## src/rtl/multicycle_controller_if.sv

```systemverilog
// Control bundle between the multi-cycle sequencer and the shared datapath.
// master: the controller (drives enables/selects); slave: the datapath.
interface multicycle_controller_if #(
  parameter int unsigned OP_WIDTH      = 7,
  parameter int unsigned ALU_OP_WIDTH  = 2,
  parameter int unsigned IMM_SRC_WIDTH = 3
);
  logic [OP_WIDTH-1:0]      op;
  logic                     funct3_0;
  logic                     Zero;
  logic                     mem_ready;
  logic                     AdrSrc;
  logic                     IRWrite;
  logic                     PCWrite;
  logic [1:0]               ALUSrcA;
  logic [1:0]               ALUSrcB;
  logic [ALU_OP_WIDTH-1:0]  ALUOp;
  logic [IMM_SRC_WIDTH-1:0] ImmSrc;
  logic [1:0]               ResultSrc;
  logic                     MemWrite;
  logic                     RegWrite;
  logic                     retire;
  logic                     illegal;

  modport master (
    input  op, funct3_0, Zero, mem_ready,
    output AdrSrc, IRWrite, PCWrite, ALUSrcA, ALUSrcB, ALUOp, ImmSrc, ResultSrc,
           MemWrite, RegWrite, retire, illegal
  );

  modport slave (
    output op, funct3_0, Zero, mem_ready,
    input  AdrSrc, IRWrite, PCWrite, ALUSrcA, ALUSrcB, ALUOp, ImmSrc, ResultSrc,
           MemWrite, RegWrite, retire, illegal
  );
endinterface

```

## src/rtl/multicycle_controller.sv

```systemverilog
// Sequencing FSM for the multi-cycle RV32I core: steps the shared datapath
// through fetch/decode/execute/memory/writeback and stalls on mem_ready.
module multicycle_controller #(
  parameter int unsigned OP_WIDTH      = 7,
  parameter int unsigned ALU_OP_WIDTH  = 2,
  parameter int unsigned IMM_SRC_WIDTH = 3
) (
  input logic                      clk,
  input logic                      rst,
  multicycle_controller_if.master  bus
);

  localparam logic [OP_WIDTH-1:0] OpLw     = OP_WIDTH'(7'b0000011);
  localparam logic [OP_WIDTH-1:0] OpSw     = OP_WIDTH'(7'b0100011);
  localparam logic [OP_WIDTH-1:0] OpR      = OP_WIDTH'(7'b0110011);
  localparam logic [OP_WIDTH-1:0] OpIAlu   = OP_WIDTH'(7'b0010011);
  localparam logic [OP_WIDTH-1:0] OpBranch = OP_WIDTH'(7'b1100011);
  localparam logic [OP_WIDTH-1:0] OpJal    = OP_WIDTH'(7'b1101111);
  localparam logic [OP_WIDTH-1:0] OpLui    = OP_WIDTH'(7'b0110111);
  localparam logic [OP_WIDTH-1:0] OpAuipc  = OP_WIDTH'(7'b0010111);

  localparam logic [ALU_OP_WIDTH-1:0] AluAdd   = ALU_OP_WIDTH'(2'b00);
  localparam logic [ALU_OP_WIDTH-1:0] AluSub   = ALU_OP_WIDTH'(2'b01);
  localparam logic [ALU_OP_WIDTH-1:0] AluFunct = ALU_OP_WIDTH'(2'b10);

  localparam logic [IMM_SRC_WIDTH-1:0] ImmI = IMM_SRC_WIDTH'(3'b000);
  localparam logic [IMM_SRC_WIDTH-1:0] ImmS = IMM_SRC_WIDTH'(3'b001);
  localparam logic [IMM_SRC_WIDTH-1:0] ImmB = IMM_SRC_WIDTH'(3'b010);
  localparam logic [IMM_SRC_WIDTH-1:0] ImmJ = IMM_SRC_WIDTH'(3'b011);
  localparam logic [IMM_SRC_WIDTH-1:0] ImmU = IMM_SRC_WIDTH'(3'b100);

  typedef enum logic [3:0] {
    StFetch, StDecode, StMemAdr, StMemRead, StMemWb, StMemWrite,
    StExecR, StExecI, StExecU, StAluWb, StBranch, StJal, StIllegal
  } state_e;

  state_e state_q, state_d;

  logic       adr_src, ir_write, pc_update, branch, take;
  logic [1:0] alu_src_a, alu_src_b, result_src;
  logic       mem_write, reg_write, retire, illegal;
  logic [ALU_OP_WIDTH-1:0]  alu_op;
  logic [IMM_SRC_WIDTH-1:0] imm_src;

  // State register; reset aborts any instruction and returns to fetch.
  always_ff @(posedge clk or posedge rst) begin
    if (rst) state_q <= StFetch;
    else     state_q <= state_d;
  end

  // Immediate format follows the opcode in every state, including reset.
  always_comb begin
    imm_src = ImmI;
    case (bus.op)
      OpSw:           imm_src = ImmS;
      OpBranch:       imm_src = ImmB;
      OpJal:          imm_src = ImmJ;
      OpLui, OpAuipc: imm_src = ImmU;
      default:        imm_src = ImmI;
    endcase
  end

  // Next state and per-state datapath controls; unlisted selects rest at 0.
  always_comb begin
    state_d    = state_q;
    adr_src    = 1'b0;
    ir_write   = 1'b0;
    pc_update  = 1'b0;
    branch     = 1'b0;
    alu_src_a  = 2'b00;
    alu_src_b  = 2'b00;
    alu_op     = AluAdd;
    result_src = 2'b00;
    mem_write  = 1'b0;
    reg_write  = 1'b0;
    retire     = 1'b0;
    illegal    = 1'b0;
    take       = bus.Zero ^ bus.funct3_0;

    unique case (state_q)
      StFetch: begin
        alu_src_b  = 2'b10;
        result_src = 2'b10;
        ir_write   = bus.mem_ready;
        pc_update  = bus.mem_ready;
        if (bus.mem_ready) state_d = StDecode;
      end
      StDecode: begin
        // Precompute the branch/jal target into ALUOut.
        alu_src_a = 2'b01;
        alu_src_b = 2'b01;
        case (bus.op)
          OpLw, OpSw:     state_d = StMemAdr;
          OpR:            state_d = StExecR;
          OpIAlu:         state_d = StExecI;
          OpBranch:       state_d = StBranch;
          OpJal:          state_d = StJal;
          OpLui, OpAuipc: state_d = StExecU;
          default:        state_d = StIllegal;
        endcase
      end
      StMemAdr: begin
        alu_src_a = 2'b10;
        alu_src_b = 2'b01;
        state_d   = (bus.op == OpSw) ? StMemWrite : StMemRead;
      end
      StMemRead: begin
        adr_src = 1'b1;
        if (bus.mem_ready) state_d = StMemWb;
      end
      StMemWb: begin
        result_src = 2'b01;
        reg_write  = 1'b1;
        retire     = 1'b1;
        state_d    = StFetch;
      end
      StMemWrite: begin
        // Strobe held through stalls until memory acknowledges.
        adr_src   = 1'b1;
        mem_write = 1'b1;
        retire    = bus.mem_ready;
        if (bus.mem_ready) state_d = StFetch;
      end
      StExecR: begin
        alu_src_a = 2'b10;
        alu_op    = AluFunct;
        state_d   = StAluWb;
      end
      StExecI: begin
        alu_src_a = 2'b10;
        alu_src_b = 2'b01;
        alu_op    = AluFunct;
        state_d   = StAluWb;
      end
      StExecU: begin
        // lui adds to zero, auipc adds to the instruction's own PC.
        alu_src_a = (bus.op == OpLui) ? 2'b11 : 2'b01;
        alu_src_b = 2'b01;
        state_d   = StAluWb;
      end
      StAluWb: begin
        reg_write = 1'b1;
        retire    = 1'b1;
        state_d   = StFetch;
      end
      StBranch: begin
        alu_src_a = 2'b10;
        alu_op    = AluSub;
        branch    = 1'b1;
        retire    = 1'b1;
        state_d   = StFetch;
      end
      StJal: begin
        // Jump to the target precomputed in decode; ALU forms OldPC+4 for rd.
        alu_src_a = 2'b01;
        alu_src_b = 2'b10;
        pc_update = 1'b1;
        state_d   = StAluWb;
      end
      StIllegal: begin
        illegal = 1'b1;
      end
      default: state_d = StFetch;
    endcase
  end

  // Drive the bus; every write enable is suppressed while reset is held.
  always_comb begin
    bus.AdrSrc    = adr_src;
    bus.ALUSrcA   = alu_src_a;
    bus.ALUSrcB   = alu_src_b;
    bus.ALUOp     = alu_op;
    bus.ImmSrc    = imm_src;
    bus.ResultSrc = result_src;
    bus.IRWrite   = ir_write & ~rst;
    bus.PCWrite   = (pc_update | (branch & take)) & ~rst;
    bus.MemWrite  = mem_write & ~rst;
    bus.RegWrite  = reg_write & ~rst;
    bus.retire    = retire & ~rst;
    bus.illegal   = illegal & ~rst;
  end

endmodule

```

## src/flat_wrapper.sv

```systemverilog
// flat-port wrapper written by rule: the top's interface ports become plain ports
module multicycle_controller_flat 
#(
  parameter int unsigned OP_WIDTH      = 7,
  parameter int unsigned ALU_OP_WIDTH  = 2,
  parameter int unsigned IMM_SRC_WIDTH = 3
)
  (clk, rst, bus_op, bus_funct3_0, bus_Zero, bus_mem_ready, bus_AdrSrc, bus_IRWrite, bus_PCWrite, bus_ALUSrcA, bus_ALUSrcB, bus_ALUOp, bus_ImmSrc, bus_ResultSrc, bus_MemWrite, bus_RegWrite, bus_retire, bus_illegal);
  multicycle_controller_if #(.OP_WIDTH(OP_WIDTH), .ALU_OP_WIDTH(ALU_OP_WIDTH), .IMM_SRC_WIDTH(IMM_SRC_WIDTH)) bus_i ();
  input logic clk;
  input logic rst;
  input wire logic [$bits(bus_i.op)-1:0] bus_op;
  input wire logic [$bits(bus_i.funct3_0)-1:0] bus_funct3_0;
  input wire logic [$bits(bus_i.Zero)-1:0] bus_Zero;
  input wire logic [$bits(bus_i.mem_ready)-1:0] bus_mem_ready;
  output wire logic [$bits(bus_i.AdrSrc)-1:0] bus_AdrSrc;
  output wire logic [$bits(bus_i.IRWrite)-1:0] bus_IRWrite;
  output wire logic [$bits(bus_i.PCWrite)-1:0] bus_PCWrite;
  output wire logic [$bits(bus_i.ALUSrcA)-1:0] bus_ALUSrcA;
  output wire logic [$bits(bus_i.ALUSrcB)-1:0] bus_ALUSrcB;
  output wire logic [$bits(bus_i.ALUOp)-1:0] bus_ALUOp;
  output wire logic [$bits(bus_i.ImmSrc)-1:0] bus_ImmSrc;
  output wire logic [$bits(bus_i.ResultSrc)-1:0] bus_ResultSrc;
  output wire logic [$bits(bus_i.MemWrite)-1:0] bus_MemWrite;
  output wire logic [$bits(bus_i.RegWrite)-1:0] bus_RegWrite;
  output wire logic [$bits(bus_i.retire)-1:0] bus_retire;
  output wire logic [$bits(bus_i.illegal)-1:0] bus_illegal;
  assign bus_i.op = bus_op;
  assign bus_i.funct3_0 = bus_funct3_0;
  assign bus_i.Zero = bus_Zero;
  assign bus_i.mem_ready = bus_mem_ready;
  assign bus_AdrSrc = bus_i.AdrSrc;
  assign bus_IRWrite = bus_i.IRWrite;
  assign bus_PCWrite = bus_i.PCWrite;
  assign bus_ALUSrcA = bus_i.ALUSrcA;
  assign bus_ALUSrcB = bus_i.ALUSrcB;
  assign bus_ALUOp = bus_i.ALUOp;
  assign bus_ImmSrc = bus_i.ImmSrc;
  assign bus_ResultSrc = bus_i.ResultSrc;
  assign bus_MemWrite = bus_i.MemWrite;
  assign bus_RegWrite = bus_i.RegWrite;
  assign bus_retire = bus_i.retire;
  assign bus_illegal = bus_i.illegal;
  multicycle_controller #(.OP_WIDTH(OP_WIDTH), .ALU_OP_WIDTH(ALU_OP_WIDTH), .IMM_SRC_WIDTH(IMM_SRC_WIDTH)) u_core (.clk(clk), .rst(rst), .bus(bus_i));
endmodule
```

## config.mk

```make
export PLATFORM = sky130hd
export DESIGN_NAME = multicycle_controller_flat
export DESIGN_NICKNAME = d
export VERILOG_FILES = /design/src/rtl/multicycle_controller_if.sv /design/src/rtl/multicycle_controller.sv /design/src/flat_wrapper.sv
export SDC_FILE = /design/constraint.sdc
export NUM_CORES = 1
export LEC_CHECK = 0
export ABC_CLOCK_PERIOD_IN_PS = 2400
export BUFFER_PORTS_ARGS = -buffer_cell sky130_fd_sc_hd__buf_2
export CAP_MARGIN = 10
export CORE_MARGIN = 8
export CORE_UTILIZATION = 40
export CTS_BUF_LIST = sky130_fd_sc_hd__clkbuf_4 sky130_fd_sc_hd__clkbuf_8
export DETAILED_ROUTE_END_ITERATION = 8
export GPL_ROUTABILITY_DRIVEN = 0
export GPL_TIMING_DRIVEN = 0
export PLACE_DENSITY = 0.7
export SYNTH_ARGS = -nofsm -noshare
export SYNTH_HDL_FRONTEND = slang
export SYNTH_SLANG_ARGS = --single-unit
```

## constraint.sdc

```tcl
create_clock -name clk -period 2.4 [get_ports clk]
set_input_delay 0.36 -clock clk [delete_from_list [all_inputs] [get_ports clk]]
set_output_delay 0.36 -clock clk [all_outputs]
set_load 0.03 [all_outputs]
```

Yosys cells after proc, flatten, opt, wreduce, memory -nomap -nowiden
Cells that the tools add are included.
{ "totals": {"reg_bits": 4, "inputBits": 12, "output_inout_bits": 18, "elab_cells": 68} }
{ "classes": {"eq_ne": 23, "mux": 20, "n_bitwise": 11, "n_reduce_logical": 13} }
{ "ops": {"columns": ["cell", "count"], "rows": [
  ["$pmux 4 s7", 1],
  ["$pmux 4 s6", 1],
  ["$eq 7x6->1 const B", 3],
  ["$eq 4x4->1 const B", 5],
  ["$eq 4x3->1 const B", 4],
  ["$eq 7x5->1 const B", 2],
  ["$eq 7x7->1 const B", 2],
  ["$reduce_or 2->1", 7],
  ["$mux 4", 3],
  ["$pmux 2 s2", 3],
  ["$pmux 3 s4", 1],
  ["$reduce_or 4->1", 3],
  ["$eq 4x2->1 const B", 2],
  ["$and 1x1->1", 7],
  ["$eq 7x2->1 const B", 1],
  ["$mux 1", 6],
  ["$ne 2x2->1 const B", 3],
  ["$pmux 2 s3", 1],
  ["$eq 4x1->1 const B", 1],
  ["$logic_not 4->1", 1],
  ["$pmux 1 s2", 2],
  ["$reduce_and 4->1", 1],
  ["$mux 3", 1],
  ["$reduce_or 3->1", 1],
  ["4 further kinds", 5]
]} }

Logic depth before layout (Yosys ltp)
Gate-level depths: netlist (run 1).
{ "depth": {"depth_word": 5, "depth_mapped": 6, "mapped_depth_nobuf": 5} }

Worst setup path before layout (run 1)
Ideal clock, no wire load.
{ "synth_path": {"kind": "flip-flop to output port", "startpoint": "reg u_core.state_q[1]", "endpoint": "out bus_PCWrite", "t_arrival_ns": 2.252, "setup_slack_ns": -0.212, "stages_incl_launch_ff": 6, "cell_sequence": "dfrtp_1 -> buf_6 -> or2_4 -> nor3_1 -> and3_1 -> nand2b_1"} }
{ "synth_via": {"elab_chain_len": 5, "word_cells_on_any_way": 8, "classes_between": "2 x eq/ne; 2 x mux; 3 x bitwise; 1 x reduce/logical"} }
{ "synth_lines": {"columns": ["element", "line_no", "rtl"], "rows": [
  ["start, declared", "multicycle_controller.sv:37", "state_e state_q, state_d;"],
  ["start signal, assigned", "multicycle_controller.sv:47", "if (rst) state_q <= StFetch;"],
  ["start signal, assigned", "multicycle_controller.sv:48", "else state_q <= state_d;"],
  ["$eq 4x4->1", "multicycle_controller.sv:80", "unique case (state_q)"],
  ["$mux 1", "multicycle_controller.sv:80", null],
  ["$and 1x1->1", "multicycle_controller.sv:176", "bus.PCWrite = (pc_update | (branch & take)) & ~rst;"],
  ["$or 1x1->1 (*)", "multicycle_controller.sv:176", null],
  ["$and 1x1->1 (*)", "multicycle_controller.sv:176", null],
  ["end, declared", "flat_wrapper.sv:18", "output wire logic [$bits(bus_i.PCWrite)-1:0] bus_PCWrite;"]
]} }
Mark *: on every way between the ends. The rest lies on a longest branch, timed or not.

Worst setup path in the final report (run 1)
{ "layout_path": {"startpoint": "reg u_core.state_q[0]", "endpoint": "out bus_RegWrite"} }
{ "layout_via": {"elab_chain_len": 4, "word_cells_on_any_way": 5, "classes_between": "2 x eq/ne; 1 x mux; 1 x bitwise; 1 x reduce/logical"} }
{ "layout_lines": {"columns": ["element", "line_no", "rtl"], "rows": [
  ["$eq 4x3->1 or $eq 4x4->1 (tied branches)", "multicycle_controller.sv:80", null],
  ["$reduce_or 2->1 (no source line) (*)", null, null],
  ["$mux 1 (*)", "multicycle_controller.sv:80", null],
  ["$and 1x1->1 (*)", "multicycle_controller.sv:178", "bus.RegWrite = reg_write & ~rst;"],
  ["end, declared", "flat_wrapper.sv:25", "output wire logic [$bits(bus_i.RegWrite)-1:0] bus_RegWrite;"]
]} }
Marked as above.

==> results of run 1 <==
-- path summary, 6_finish.rpt --
kind                                                  to  slack (ns)  cells after the start
max in group asynchronous  u_core.state_q[1]$_DFFE_PP0P_        2.17                      2
max reg2reg                u_core.state_q[0]$_DFFE_PP0P_        0.90                      5
min in group clk           u_core.state_q[2]$_DFFE_PP0P_        0.56                      3
min reg2reg                u_core.state_q[3]$_DFFE_PP0P_        0.69                      3
max                                         bus_RegWrite        0.31                      6
min                        u_core.state_q[0]$_DFFE_PP0P_        0.07                      2
-- synth_stat cells, drive strengths merged (2+ instances only) --
| cell type | number |
|---|---|
| nor2 | 15 |
| nand2 | 12 |
| nor3 | 11 |
| o21ai | 11 |
| buf | 6 |
| inv | 5 |
| dfrtp | 4 |
| nand3 | 4 |
| a21oi | 3 |
| a22oi | 3 |
| nor2b | 3 |
| a211oi | 2 |
| and3 | 2 |
| nand2b | 2 |
| nor3b | 2 |
| xor2 | 2 |
-- through the flow --
stage                     power, W  instances  area, µm²  hold WS (ns)
after global placement    0.000873        147        840         0.307
after detailed placement  0.000882        147        840         0.309
after global routing       0.00104        150        862        0.0834
after CTS                 0.000963        150        862        0.0642
after floorplan           0.000697        102        674         0.131
final                     0.000958        150        862        0.0670
-- report_power, final --
group	internal, W	switching, W	leakage (nW)
registers	0.0000927	0.00000825	0.0515
clock network	0.0000556	0.0000229	0.0138
logic	0.000257	0.000522	0.350
-- layer usage --
layer	routed length (µm)	vias up	share of wire, %	GRT usage [%]
met3	144	0	7.4	3.60
met5	0	-	0	0
met4	0	0	0	1.34
met1	899	397	46	14.3
li1	-	433	-	-
met2	914	28	47	20.2
-- layout make-up --
class                           count  area (µm²)  area share, %
Timing Repair Buffer               29         145           16.8
Sequential cell                     4         100           11.6
Tap cell                           16        20.0           2.32
Inverter                            5        18.8           2.18
Clock buffer                        3        22.5           2.61
Buffer                              7        45.0           5.22
Multi-Input combinational cell     86         510           59.2
-- kinds of logic (layout without fill, tap and decap cells) --
family	count (synthesis)	after routing	share of synthesized area, %
multiplexers	1	1	1.68
AO/OA/AOI/OAI	27	27	26.4
XOR/XNOR	3	3	3.93
AND/OR/NAND/NOR	55	55	43.6
flip-flops	4	4	15.0
buffers and inverters	12	44	9.53
-- worst max-delay path, cell delays in order, from the launching register on --
cell and delay, ns:
dfrtp_1 0.30, buf_2 0.20, inv_2 0.11, nor2_1 0.35
a22oi_1 0.16, nor3_1 0.15, buf_2 0.22
==> flow_summary_export.csv, run 1 <==
group,metric,value,unit
detailed_routing,routedWlPerCell,13.1,µm
die,num_io_pins,30,
timing,fin_ws,0.311,ns
synth,synth.top_cell.area_share,15.0,%
grt,grt_pass1_wl,3.41,mm
cells_and_area,top_register,"u_core.state_q",
die,rows,14,
synth,synth_area,669,µm²
detailed_routing,first_iter_violations,25,
synth,synthesis.nets,114,
clocking,cts-hold-fix-buffers,0,
die,dieArea,3240,µm²
pwr,cellPowerDensity,1110,nW/µm²
cells_and_area,diodes,0,
critical_path,worstSetupStartpoint,"u_core.state_q[0]$_DFFE_PP0P_",
detailed_routing,wirelength,1.96,mm
timing,fin_skew,0.00517,ns
timing,fin_crit_sh,87.0,%
placement,hpwlAfterDp,1.58,mm
grt,grt_use_total,11.7,%
critical_path,cp_max_fo,9,
cells_and_area,layout_commonest_cell,"buf_2",
grt,grt_max_degree,11,
detailed_routing,via_count,858,
synth,ys_top_cells_by_area,"dfrtp_1 15%, nor2_1 8.4%, o21ai_0 7.5%",
synth,ys_types,37,
status,status,"complete, no violations",
die,core_area,1540,µm²
synth,synth-edff-count,0,
critical_path,crit_path_start_kind,"flop",
cells_and_area,area_growth,28.8,%
timing,worstMarginPinSlew,0.449,ns
timing,finalHoldViolations,0,
critical_path,r2r-start,"u_core.state_q[1]$_DFFE_PP0P_",
clocking,clk_path_buf_depth,2,
grt,antenna_found_initial,0,
clocking,worstSkewPairLatency,0.23,ns
synth,avgSynthCellArea,6.56,µm²
synth,yosysTopAreaCell,"dfrtp_1",
pwr,leakagePower,0.416,nW
job,drv_cap,0,
clocking,cts_buffers,3,
synth,synth_cells,102,
detailed_routing,drc,0,
synth,ys_async_sr_fraction,100,%
clocking,cts_tree,"built",
cells_and_area,nFillCells,165,
timing,setup_violations,0,
clocking,path_clk_slew,0.04,ns
placement,dp_slack,0.557,ns
cells_and_area,final_cell_mix,"32 x buf_2, 15 x nor2_1, 12 x nand2_1",
detailed_routing,drt_first_pass_iters,4,
synth,yosysSeqAreaShare,15.0,%
timing,fin_setup_tns,0,ns
detailed_routing,drtAntennaViolNets,0,
grt,grt_pass1_vias,794,
pwr,peakVddDrop,0.420,mV
die,initial_utilization,43.4,%
die,chipWidth,56.9,µm
clocking,cts.htree.levels,1,
timing,fmax,0.479,GHz
cells_and_area,largest_reg_flops,4,
critical_path,cp.arrival,1.73,ns
min_path,min_path_type,"in2async",
synth,ys_ff_latch,4,
timing,rsz0062_at_grt,"no",
grt,overflow,0,
timing,min_period,2.09,ns
clocking,root_buffer,"clkbuf_4",
critical_path,worstPathRequired,2.04,ns
timing,slew_violations,0,
synth,synthFlopType,"dfrtp_1",
cells_and_area,layout-drive-gt1-share,33.6,%
synth,yosysWarnings,0,
clocking,clock_sinks,4,
clocking,postCtsSetupBuffers,0,
critical_path,worstSetupPathType,"reg2out",
clocking,cts.repair.resized,0,
cells_and_area,nNetsFinal,148,
detailed_routing,via_per_inst,5.72,
critical_path,cp-end-kind,"output port",
die,die_h,56.9,µm
cells_and_area,final_util,55.9,%
cells_and_area,top_regs,"u_core.state_q (4)",
timing,max_slew_margin,70.1,%
placement,portBuffers,29,
Note: power is estimated with default switching activity, not from simulation.
==> run 2, diff against run 1 <==
Settings changed: PLACE_DENSITY 0.7 to 0.75.
==> flow_summary_export.csv, run 2 (synthesis results as in run 1) <==
group,metric,value,unit
detailed_routing,routedWlPerCell,14.0,µm
pwr,p_int,0.000406,W
grt,overflow,0,
clocking,cts.htree.levels,1,
clocking,cts-hold-fix-buffers,0,
critical_path,crit_path_frequent_cell,"buf_2",
clocking,root_buffer,"clkbuf_4",
critical_path,crit_path_start_kind,"flop",
cells_and_area,final_util,55.9,%
grt,grt_use_total,13.4,%
cells_and_area,top_register,"u_core.state_q",
grt,top_usage_layer,"met2",
cells_and_area,nFillCells,162,
timing,worstMarginPinSlew,0.437,ns
timing,rsz0062_at_grt,"no",
clocking,cts.repair.resized,0,
grt,grt_pass1_wl,3.77,mm
cells_and_area,stdcell_area,862,µm²
pwr,leakagePower,0.416,nW
critical_path,path_delay_family,"buffers and inverters",
timing,holdWs,0.0644,ns
cells_and_area,layout_commonest_cell,"buf_2",
placement,hpwlAfterDp,1.65,mm
grt,grt_pass1_vias,862,
timing,min_period,2.09,ns
critical_path,cp_max_fo,9,
clocking,cts_tree,"built",
grt,grt_max_degree,11,
status,status,"complete, no violations",
die,chipWidth,56.9,µm
cells_and_area,top_regs,"u_core.state_q (4)",
placement,portBuffers,29,
timing,fmax,0.478,GHz
clocking,clock_sinks,4,
cells_and_area,largest_reg_flops,4,
detailed_routing,first_iter_violations,29,
pwr,sw_frac_of_total,58.0,%
critical_path,worstSetupPathType,"reg2out",
detailed_routing,drtAntennaViolNets,0,
detailed_routing,via_per_inst,5.76,
pwr,pwr-share-seq,10.6,%
detailed_routing,drc,0,
critical_path,crit_path_top_delay_cell,"nor2_1",
grt,grt_use_met2,21.6,%
clocking,cts_buffers,3,
placement,post_dp_cell_area,840,µm²
clocking,worstSkewPairLatency,0.23,ns
critical_path,cp_num_buf_inv,3,
die,die_h,56.9,µm
critical_path,worstPathRequired,2.04,ns
clocking,postCtsSetupBuffers,0,
die,initial_utilization,43.4,%
grt,globalRouteMet1Util,17.0,%
timing,slew_violations,0,
detailed_routing,drt_first_pass_iters,4,
timing,max_slew_margin,70.9,%
die,num_io_pins,30,
timing,fin_ws,0.307,ns
clocking,clk_path_buf_depth,2,
pwr,power_frac_clock,8.1,%
placement,dp_slack,0.553,ns
critical_path,cp.arrival,1.73,ns
clocking,path_clk_slew,0.03,ns
cells_and_area,area_growth,28.8,%
grt,use_met3,3.37,%
critical_path,crit_chain,"buf_2, inv_2, nor2_1, a22oi_1, nor3_1, buf_2",
die,core_area,1540,µm²
timing,setup_violations,0,
detailed_routing,via_count,864,
min_path,min_path_type,"in2async",
pwr,power_frac_comb,81.3,%
timing,fin_crit_sh,87.2,%
critical_path,cp-end-kind,"output port",
job,drv_cap,0,
cells_and_area,layout-drive-gt1-share,33.6,%
pwr,cellPowerDensity,1120,nW/µm²
pwr,p_switching,0.000561,W
pwr,peakVddDrop,0.626,mV
cells_and_area,final_cell_mix,"32 x buf_2, 15 x nor2_1, 12 x nand2_1",
grt,antenna_found_initial,0,
timing,finalHoldViolations,0,
critical_path,slowest_delay,0.35,ns
timing,fin_skew,0.000177,ns
cells_and_area,diodes,0,
die,dieArea,3240,µm²
die,rows,14,
detailed_routing,wirelength,2.10,mm
cells_and_area,nNetsFinal,148,
timing,fin_setup_tns,0,ns
run 2: cell counts in the layout (fill, tap and decap cells not counted):
Identical to the previous run, type by type.
run 2: final cells by class:
| class | instances | area, µm² | area share (%) |
|---|---|---|---|
| repair buffers | 29 | 145 | 16.8 |
| plain buffers | 7 | 45.0 | 5.22 |
| multi-input cells | 86 | 510 | 59.2 |
| well taps | 16 | 20.0 | 2.32 |
| inverters | 5 | 18.8 | 2.18 |
| clock buffers | 3 | 22.5 | 2.61 |
| flip-flops and latches | 4 | 100 | 11.6 |
run 2: worst paths after layout:
| kind | startpoint | slack, ns | cells past startpoint | end |
|---|---|---|---|---|
| max | u_core.state_q[0]$_DFFE_PP0P_ | 0.31 | 6 | bus_RegWrite |
| min | rst | 0.06 | 2 | u_core.state_q[0]$_DFFE_PP0P_ |
| max reg2reg | u_core.state_q[3]$_DFFE_PP0P_ | 0.95 | 5 | u_core.state_q[2]$_DFFE_PP0P_ |
| min reg2reg | u_core.state_q[1]$_DFFE_PP0P_ | 0.71 | 3 | u_core.state_q[3]$_DFFE_PP0P_ |
| max in group asynchronous | rst | 2.18 | 2 | u_core.state_q[2]$_DFFE_PP0P_ |
| min in group clk | bus_mem_ready | 0.57 | 4 | u_core.state_q[0]$_DFFE_PP0P_ |
run 2: through the flow:
stage / std cells / power (W)
floorplan: 102 / 0.000697
global placement: 147 / 0.000875
detailed placement: 147 / 0.000886
CTS: 150 / 0.000972
global route: 150 / 0.00105
finish: 150 / 0.000966
run 2: power groups by stage:
stage | logic [W] | clock network, W | registers [W]
finish | 0.000785 | 0.0000787 | 0.000102
global route | 0.000861 | 0.0000844 | 0.000104
CTS | 0.000787 | 0.0000831 | 0.000103
detailed placement | 0.000783 | 0 | 0.000103
global placement | 0.000773 | 0 | 0.000102
floorplan | 0.000596 | 0 | 0.000101
run 2: per-layer routing:
layer  vias to the layer above  routed length [µm]  share of wire, %
li1                        434                   -                 -
met1                       398                 922                44
met2                        32                1010                48
met3                         0                 161               7.7
met4                         0                   0                 0
met5                         -                   0                 0
==> run 3, diff against run 2 <==
Settings changed: ABC_AREA set to 1, PLACE_DENSITY 0.75 to 0.78.
==> flow_summary_export.csv, run 3 <==
group,metric,value,unit
synth,ys_types,19,
detailed_routing,first_iter_violations,12,
timing,max_slew_margin,82.2,%
cells_and_area,layout_commonest_cell,"nand2_1",
synth,ys_top_cells_by_count,"31 x nand2_1, 20 x inv_1, 15 x nor2_1, 9 x nand3_1, 5 x nor2_2",
cells_and_area,diodes,0,
clocking,worstSkewPairLatency,0.23,ns
clocking,postCtsSetupBuffers,0,
critical_path,crit_path_start_kind,"flop",
clocking,clock_sinks,4,
critical_path,worstPathRequired,2.04,ns
timing,fmax,0.505,GHz
clocking,cts_tree,"built",
die,num_io_pins,30,
status,status,"complete, no violations",
synth,synthesis.nets,117,
pwr,cellPowerDensity,1000,nW/µm²
timing,slew_violations,0,
synth,ys_top_cells_by_area,"nand2_1 21%, dfrtp_1 18%, inv_1 13%",
detailed_routing,routedWlPerCell,10.6,µm
timing,min_period,1.98,ns
synth,yosysTopAreaCell,"nand2_1",
die,rows,13,
die,initial_utilization,43.0,%
pwr,peakVddDrop,0.363,mV
timing,fin_crit_sh,82.5,%
grt,grt_pass1_vias,708,
clocking,cts_buffers,3,
pwr,leakagePower,0.487,nW
die,die_h,53.4,µm
timing,worstMarginPinSlew,0.266,ns
cells_and_area,top_regs,"u_core.state_q (4)",
placement,hpwlAfterDp,1.42,mm
die,core_area,1300,µm²
critical_path,crit_path_frequent_cell,"nand2_1",
timing,finalHoldViolations,0,
clocking,cts.htree.levels,1,
min_path,min_path_type,"in2async",
cells_and_area,nNetsFinal,151,
grt,antenna_found_initial,0,
critical_path,crit_chain,"nor2_1, nand2_1, inv_1, nand2_1, a31oi_1, buf_2",
timing,fin_setup_tns,0,ns
detailed_routing,via_count,749,
cells_and_area,area_growth,33.3,%
die,chipWidth,53.4,µm
clocking,cts-hold-fix-buffers,0,
clocking,cts.repair.resized,0,
critical_path,cp_num_buf_inv,2,
critical_path,cp.arrival,1.62,ns
cells_and_area,largest_reg_flops,4,
critical_path,cp_max_fo,6,
die,dieArea,2850,µm²
critical_path,cp-end-kind,"output port",
timing,rsz0062_at_grt,"no",
synth,yosysWarnings,0,
synth,synthFlopType,"dfrtp_1",
detailed_routing,drt_first_pass_iters,4,
cells_and_area,layout-drive-gt1-share,32.8,%
critical_path,path_delay_family,"simple AND/OR/NAND/NOR gates",
detailed_routing,drc,0,
job,drv_cap,0,
detailed_routing,via_per_inst,4.93,
synth,synth.top_cell.area_share,20.8,%
cells_and_area,final_cell_mix,"31 x nand2_1, 29 x buf_2, 20 x inv_1",
placement,portBuffers,29,
synth,synth_area,559,µm²
clocking,path_clk_slew,0.04,ns
critical_path,slowest_delay,0.43,ns
timing,holdWs,0.0653,ns
critical_path,crit_path_top_delay_cell,"dfrtp_1",
synth,ys_ff_latch,4,
synth,ys_async_sr_fraction,100,%
detailed_routing,wirelength,1.61,mm
clocking,root_buffer,"clkbuf_4",
synth,yosysSeqAreaShare,17.9,%
grt,overflow,0,
synth,synth-edff-count,0,
synth,avgSynthCellArea,5.33,µm²
clocking,clk_path_buf_depth,2,
timing,setup_violations,0,
cells_and_area,top_register,"u_core.state_q",
synth,synth_cells,105,
timing,fin_skew,0.00458,ns
synth,synth.most_common_cell,"nand2_1",
grt,grt_max_degree,8,
grt,grt_pass1_wl,2.77,mm
grt,grt_use_total,12.5,%
critical_path,worstSetupPathType,"reg2out",
detailed_routing,drtAntennaViolNets,0,
run 3: worst paths after layout:
path	start	end	slack, ns	cells past startpoint
min reg2reg	u_core.state_q[0]$_DFFE_PP0P_	u_core.state_q[0]$_DFFE_PP0P_	0.59	2
min in group clk	bus_mem_ready	u_core.state_q[1]$_DFFE_PP0P_	0.44	2
max reg2reg	u_core.state_q[1]$_DFFE_PP0P_	u_core.state_q[2]$_DFFE_PP0P_	1.03	9
max in group asynchronous	rst	u_core.state_q[2]$_DFFE_PP0P_	2.17	2
min	rst	u_core.state_q[3]$_DFFE_PP0P_	0.07	2
max	u_core.state_q[1]$_DFFE_PP0P_	bus_PCWrite	0.42	6
run 3: final cells by class:
| type | count | area (µm²) |
|---|---|---|
| fillers | 147 | 556 |
| multi-input cells | 77 | 369 |
| clock buffers | 3 | 22.5 |
| well taps | 15 | 18.8 |
| inverters | 24 | 90.1 |
| repair buffers | 29 | 145 |
| flip-flops and latches | 4 | 100 |
run 3: kinds of logic after synthesis:
logic type | synth area share [%]
DFF | 17.9
and+or+nand+nor | 53.7
AOI/OAI and AO/OA | 12.3
buffers and inverters | 16.1
run 3: stage by stage:
stage,setup WS [ns],utilization (%),total power [W],area [µm²],instances
detailed placement,0.660,55.6,0.000670,723,149
global route,0.306,57.3,0.000820,746,152
floorplan,0.287,-,0.000533,559,105
global placement,0.696,55.6,0.000665,723,149
finish,0.420,57.3,0.000749,746,152
CTS,0.411,57.3,0.000754,746,152
run 3: where the power goes:
part           internal (W)  switching (W)  leakage, nW
Combinational      0.000152       0.000385        0.422
Clock             0.0000558      0.0000259       0.0138
Sequential        0.0000929      0.0000374       0.0516
Total              0.000301       0.000448        0.487
run 3: worst register-to-register path, cell delays in order, from the launching register on:
cell	delay, ns
dfrtp_1	0.43
nor2_1	0.26
nand2_1	0.17
nand3_1	0.11
nand2_1	0.06
nand2_2	0.07
inv_2	0.05
nor2_2	0.07
inv_1	0.04
nand2_1	0.05
run 3: routing by layer:
| metal | track usage [%] | vias to the layer above | share of wire, % |
|---|---|---|---|
| met2 | 22.5 | 25 | 49 |
| met3 | 3.36 | 0 | 9.7 |
| li1 | - | 398 | - |
| met1 | 13.2 | 326 | 41 |
| met5 | 0 | - | 0 |
| met4 | 5.04 | 0 | 0 |
